--- src/rtl/sid_pkg.sv ---
// Shared constants and types for the tt_um_sid audio output stage.
package sid_pkg;

  localparam int unsigned SID_IN_W     = 16;
  localparam int unsigned SID_PWM_BITS = 8;
  localparam logic [SID_IN_W-1:0] SID_MIDSCALE = {1'b1, {(SID_IN_W-1){1'b0}}};

  typedef enum logic {
    ST_IDLE,
    ST_MUL
  } mul_state_t;

endpackage

--- src/rtl/sid_pwm_core.sv ---
// PWM carrier counter with first-order error feedback; the duty is reloaded
// from the held sample at the start of each carrier period.
module sid_pwm_core
  import sid_pkg::*;
#(
  parameter int unsigned IN_W     = SID_IN_W,
  parameter int unsigned PWM_BITS = SID_PWM_BITS
) (
  input  logic            clk,
  input  logic            rst_n,
  input  logic            ena,
  input  logic [IN_W-1:0] hold,
  output logic            pwm_out,
  output logic            period_start
);

  localparam int unsigned ERR_W = IN_W - PWM_BITS;
  localparam logic [PWM_BITS-1:0] DUTY_MID = {1'b1, {(PWM_BITS-1){1'b0}}};

  logic [PWM_BITS-1:0] cnt;
  logic [PWM_BITS-1:0] duty;
  logic [PWM_BITS-1:0] duty_eff;
  logic [ERR_W-1:0]    err;
  logic [ERR_W-1:0]    err_nx;
  logic [IN_W:0]       s;
  logic                load;

  always_comb begin
    s        = {1'b0, hold} + {{(PWM_BITS+1){1'b0}}, err};
    load     = ena && (cnt == '0);
    duty_eff = duty;
    err_nx   = err;
    if (load) begin
      // carry out can only happen on a pathological hold; clamp and drop the residue
      if (s[IN_W]) begin
        duty_eff = '1;
        err_nx   = '0;
      end else begin
        duty_eff = s[IN_W-1 -: PWM_BITS];
        err_nx   = s[ERR_W-1:0];
      end
    end
  end

  always_ff @(posedge clk or negedge rst_n) begin
    if (!rst_n) begin
      cnt          <= '0;
      duty         <= DUTY_MID;
      err          <= '0;
      pwm_out      <= 1'b0;
      period_start <= 1'b0;
    end else begin
      cnt          <= ena ? cnt + 1'b1 : '0;
      duty         <= duty_eff;
      err          <= err_nx;
      pwm_out      <= ena && (cnt < duty_eff);
      period_start <= load;
    end
  end

endmodule

--- src/rtl/sid_pwm_dac.sv ---
// Final audio stage: volume scaling by 4-cycle shift-add multiply, offset-binary
// conversion, and noise-shaped PWM output.
module sid_pwm_dac
  import sid_pkg::*;
#(
  parameter int unsigned IN_W     = SID_IN_W,
  parameter int unsigned PWM_BITS = SID_PWM_BITS
) (
  input  logic            clk,
  input  logic            rst_n,
  input  logic            ena,
  input  logic [IN_W-1:0] sample_in,
  input  logic            sample_valid,
  output logic            sample_ready,
  input  logic [3:0]      vol,
  output logic            pwm_out,
  output logic            period_start,
  output logic            overrun
);

  localparam int unsigned ACC_W = IN_W + 4;
  localparam logic [IN_W-1:0] MID = {1'b1, {(IN_W-1){1'b0}}};

  mul_state_t              state, state_nx;
  logic signed [IN_W-1:0]  samp;
  logic signed [ACC_W-1:0] samp_ext;
  logic signed [ACC_W-1:0] acc, acc_nx;
  logic [3:0]              vol_q;
  logic [1:0]              bit_idx;
  logic [IN_W-1:0]         hold;
  logic                    overrun_q;

  always_comb begin
    state_nx = state;
    samp_ext = {{4{samp[IN_W-1]}}, samp};
    acc_nx   = acc + (vol_q[bit_idx] ? (samp_ext <<< bit_idx) : '0);
    case (state)
      ST_IDLE: if (sample_valid && ena) state_nx = ST_MUL;
      ST_MUL:  if (bit_idx == 2'd3) state_nx = ST_IDLE;
      default: state_nx = ST_IDLE;
    endcase
  end

  always_ff @(posedge clk or negedge rst_n) begin
    if (!rst_n) begin
      state     <= ST_IDLE;
      samp      <= '0;
      vol_q     <= '0;
      acc       <= '0;
      bit_idx   <= '0;
      hold      <= MID;
      overrun_q <= 1'b0;
    end else begin
      state <= state_nx;
      if (state == ST_IDLE) begin
        if (sample_valid && ena) begin
          samp    <= sample_in;
          vol_q   <= vol;
          acc     <= '0;
          bit_idx <= '0;
        end
      end else begin
        acc     <= acc_nx;
        bit_idx <= bit_idx + 1'b1;
        if (sample_valid) overrun_q <= 1'b1;
        // dropping the low 4 bits of the product divides by 16
        if (bit_idx == 2'd3) hold <= acc_nx[ACC_W-1:4] + MID;
      end
    end
  end

  assign sample_ready = (state == ST_IDLE);
  assign overrun      = overrun_q;

  sid_pwm_core #(
    .IN_W     (IN_W),
    .PWM_BITS (PWM_BITS)
  ) u_core (
    .clk          (clk),
    .rst_n        (rst_n),
    .ena          (ena),
    .hold         (hold),
    .pwm_out      (pwm_out),
    .period_start (period_start)
  );

endmodule

--- config.mk ---
export PLATFORM = sky130hd
export DESIGN_NAME = sid_pwm_dac
export DESIGN_NICKNAME = d
export VERILOG_FILES = /design/src/rtl/sid_pkg.sv /design/src/rtl/sid_pwm_core.sv /design/src/rtl/sid_pwm_dac.sv
export SDC_FILE = /design/constraint.sdc
export NUM_CORES = 1
export LEC_CHECK = 0
export ABC_AREA = 1
export CELL_PAD_IN_SITES_DETAIL_PLACEMENT = 0
export CELL_PAD_IN_SITES_GLOBAL_PLACEMENT = 1
export CORE_MARGIN = 3
export CORE_UTILIZATION = 34
export CTS_CLUSTER_SIZE = 30
export DETAILED_ROUTE_END_ITERATION = 10
export PLACE_DENSITY = 0.6
export REMOVE_ABC_BUFFERS = 1
export SLEW_MARGIN = 20
export SYNTH_ARGS = -nofsm -noshare
export SYNTH_HDL_FRONTEND = slang
export SYNTH_SLANG_ARGS = --single-unit
export TNS_END_PERCENT = 100
--- constraint.sdc ---
create_clock -name clk -period 3.75 [get_ports clk]
set_clock_uncertainty 0.2 [all_clocks]
set_input_delay 0.75 -clock clk [delete_from_list [all_inputs] [get_ports clk]]
set_output_delay 0.75 -clock clk [all_outputs]
set_load 0.01 [all_outputs]
==> out/metrics.csv <==
metric,value,unit
status,"finished, final reports clean",
floorplan.die_area,0.0180,sq mm
power.static_leakage,3.09,nW
synth.lib_cells_used.distinct,52,
dominantRegCellSynth,sky130_fd_sc_hd__dfrtp_1,
cts_buffers,9,
synth_top_cells_by_area,"sky130_fd_sc_hd__dfrtp_1 38%, sky130_fd_sc_hd__nand2_1 9.1%, sky130_fd_sc_hd__ha_1 8.3%",
critical_path_arrival,3260,ps
pwr-share-comb,0.574,
power_per_cell_area,905,mW/mm^2
final-seq-area,0.00215,sq mm
min_path_type,in -> async,
detailed_place_hpwl,10600,um
synth-async-reset-ratio,1.00,
multiInputGateArea,0.00305,sq mm
cts_root_buf,sky130_fd_sc_hd__clkbuf_16,
switching_share,0.468,
dieHeight,134,um
number_of_gates_resized_after_cts,0,
drv.max_cap_violation_count,0,
startpoint_type,flop,
ys_ff_latch,86,
clkLatencyLatePin,350,ps
layout-area-overhead-vs-synth,14.5,%
placedInstanceArea,0.00614,sq mm
report.final.hold_viol_count,0,
period_share,0.866,
max_freq,308,MHz
final_layout_size_suffix_gt1_frac,0.114,
post_drt_wl_per_cell,14.4,um
antennaDiodeCount,0,
r2r-end,hold[8],
yosys.area.top_type,sky130_fd_sc_hd__dfrtp_1,
rr_startpoint,bit_idx[0],
first_global_vias,4672,
antenna_violating_nets_post_route,0,
worstPathRequired,3770,ps
slew_headroom,0.467,
grt_max_degree,43,
cts_tree,done,
route.detailed.vias_per_inst,4.82,
synthesis.instances,682,
tightest_slew,798,ps
grt.met1_usage,0.218,
first_iter_violations,225,
clock_path_buffers,2,
power.share.clock,0.145,
cts_setup_buffers,0,
antenna_violations_before_repair,0,
internal_power,3.08,mW
worst_ir_drop_vdd,0.000333,V
met3_usage,0.0353,
synthMostInstantiatedCell,sky130_fd_sc_hd__nand2_1,
ctsHtreeMaxLevel,3,
final_nets,778,
synth_edf_count,0,
drt_wl_total,13500,um
rr_worst_depth,18,
number_of_vias_after_detailed_routing,4507,
design_area,0.00640,sq mm
gpl.final_weighted_congestion,0.815,
syn_avg_cell_area,8.20,sq um
clock-sinks,86,
clock_pin_transition_on_the_worst_setup_and_hold_timing_paths,60,ps
final-setup-viol-count,0,
yosysSeqAreaShare,0.385,
overflow,0,
period_minus_slack,3250,ps
synth_largest_type_area_fraction,0.376,
power.net_switching,2.71,mW
rsz0062_at_grt,false,
filler_cell_count,1720,
fin_setup_tns,0,ps
floorplan.rows,46,
most_crowded_layer_gr,met2,
grt_usage,0.162,
wire_length_of_the_first_global_routing_pass,23400,um
synth_top_cells_by_count,"136 x sky130_fd_sc_hd__nand2_1, 84 x sky130_fd_sc_hd__dfrtp_1, 73 x sky130_fd_sc_hd__inv_1, 60 x sky130_fd_sc_hd__nor2_1, 57 x sky130_fd_sc_hd__o21ai_0",
core_area,0.0160,sq mm
critPathCaptureType,flop,
cp_max_fo,9,
floorplan.io_pins,28,
rrSetupSlack,500,ps
seqPwrFrac,0.282,
criticalPathCategory,reg -> reg,
pre_repair_dr_iteration_count,4,
cts_hold_buf,0,
warnings_synthesis,0,
die_width,134,um
synth.cell_area,0.00559,sq mm
drt_drc_violations_left,0,
grt_util_met2,0.262,
start_util,0.350,
drv_slew,0,
port_buffers,27,
[how the worst max path moves through the flow]
stage               startpoint        endpoint  cells after the start
finish              bit_idx[0]         hold[8]                     18
global route        bit_idx[0]        hold[14]                     14
CTS                 bit_idx[0]         hold[8]                     18
detailed placement         ena  u_core.pwm_out                     11
global placement           ena  u_core.pwm_out                     11
floorplan           bit_idx[0]         hold[8]                     18
[placed cells by master (no fill, tap or decap), types with 2 or more instances in the layout]
master                            instances
sky130_fd_sc_hd__o22ai_1                  2
sky130_fd_sc_hd__inv_2                    7
sky130_fd_sc_hd__o21ai_2                  4
sky130_fd_sc_hd__a21oi_1                 32
sky130_fd_sc_hd__mux2i_1                 14
sky130_fd_sc_hd__a211oi_1                 3
sky130_fd_sc_hd__a22o_1                   2
sky130_fd_sc_hd__a31oi_4                  4
sky130_fd_sc_hd__nand2_2                  7
sky130_fd_sc_hd__ha_1                    37
sky130_fd_sc_hd__buf_4                   12
sky130_fd_sc_hd__nand2_1                136
sky130_fd_sc_hd__nor3_1                  12
sky130_fd_sc_hd__mux2_2                  19
sky130_fd_sc_hd__xnor2_1                  6
sky130_fd_sc_hd__nand3_1                 38
sky130_fd_sc_hd__o21ai_0                 57
sky130_fd_sc_hd__o21ai_1                  9
sky130_fd_sc_hd__inv_1                   73
sky130_fd_sc_hd__o21bai_1                 2
sky130_fd_sc_hd__o21a_1                   2
sky130_fd_sc_hd__dfrtp_1                 84
sky130_fd_sc_hd__clkinv_2                 2
sky130_fd_sc_hd__nor2_2                   2
sky130_fd_sc_hd__nand2_4                  2
sky130_fd_sc_hd__a31oi_1                  3
sky130_fd_sc_hd__xor2_1                   7
sky130_fd_sc_hd__nor2_1                  60
sky130_fd_sc_hd__o211ai_1                 2
sky130_fd_sc_hd__and2_1                   4
sky130_fd_sc_hd__a21o_1                   2
sky130_fd_sc_hd__nand3b_1                 5
sky130_fd_sc_hd__clkbuf_16                9
sky130_fd_sc_hd__clkdlybuf4s50_1         26
sky130_fd_sc_hd__dfstp_2                  2
sky130_fd_sc_hd__fa_1                     2
sky130_fd_sc_hd__nand4_1                  6
sky130_fd_sc_hd__or2_1                    4
sky130_fd_sc_hd__clkbuf_1                 4
sky130_fd_sc_hd__nor2_4                   2
[worst max-delay path: stages (launching register included)]
cell                      delay [ps]
sky130_fd_sc_hd__dfrtp_1         510
sky130_fd_sc_hd__nor2_1           80
sky130_fd_sc_hd__nor2_1          110
sky130_fd_sc_hd__o21ai_2          90
sky130_fd_sc_hd__nor3_1          180
sky130_fd_sc_hd__ha_1            200
sky130_fd_sc_hd__inv_1            90
sky130_fd_sc_hd__fa_1            410
sky130_fd_sc_hd__inv_1            90
sky130_fd_sc_hd__nand3_1          70
sky130_fd_sc_hd__nand2_1         120
sky130_fd_sc_hd__nand3_1          80
sky130_fd_sc_hd__nand2_1         160
sky130_fd_sc_hd__nand3_1          90
sky130_fd_sc_hd__nand2_1         150
sky130_fd_sc_hd__a21oi_1         110
sky130_fd_sc_hd__or2_1           240
sky130_fd_sc_hd__nand3_1          80
sky130_fd_sc_hd__o21ai_1          70
[stage by stage]
| step | utilization | worst slack [ps] | power (mW) | instances | hold WS [ps] |
|---|---|---|---|---|---|
| after global routing | 0.400 | 108 | 6.47 | 936 | 239 |
| after floorplan | - | 564 | 4.09 | 666 | 232 |
| after global placement | 0.384 | 413 | 4.98 | 920 | 237 |
| final | 0.400 | 502 | 5.80 | 936 | 199 |
| after detailed placement | 0.384 | 392 | 5.01 | 920 | 258 |
| after CTS | 0.400 | 487 | 5.87 | 936 | 220 |
[layer usage]
layer  vias to the layer above  routed length, um  part of all wire
li1                       2327                  -                 -
met1                      2097               6560              0.49
met2                        62               6150              0.46
met3                        21                449             0.033
met4                         0                293             0.022
met5                         -                  0                 0
[state kept, by name (all words and copies together) (netlist names)]
signal / cells
u_core.period_start: 1
u_core.cnt: 8
state: 1
samp: 16
overrun: 1
acc: 20
vol_q: 4
u_core.err: 8
bit_idx: 2
u_core.pwm_out: 1
u_core.duty: 8
hold: 16
[power groups by stage]
stage               clock [mW]  sequential [mW]  combinational, mW
finish                   0.838             1.63               3.32
floorplan                    0             1.60               2.49
global placement             0             1.65               3.33
detailed placement           0             1.65               3.36
global route             0.914             1.70               3.86
CTS                      0.866             1.64               3.36
[cell families after synthesis]
logic type / synth area share
simple gates: 0.230
compound gates: 0.142
buf+inv: 0.0700
flops: 0.385
fa+ha+maj: 0.0899
mux: 0.0633
xor+xnor: 0.0204
[layout make-up]
class                           instances  area share
Tap cell                              216      0.0422
Inverter                               83      0.0498
Timing Repair Buffer                   38      0.0547
Clock buffer                           14      0.0397
Multi-Input combinational cell        497       0.476
Sequential cell                        86       0.336
Clock inverter                          2     0.00156
No activity file was read; power rests on OpenSTA's default activity.
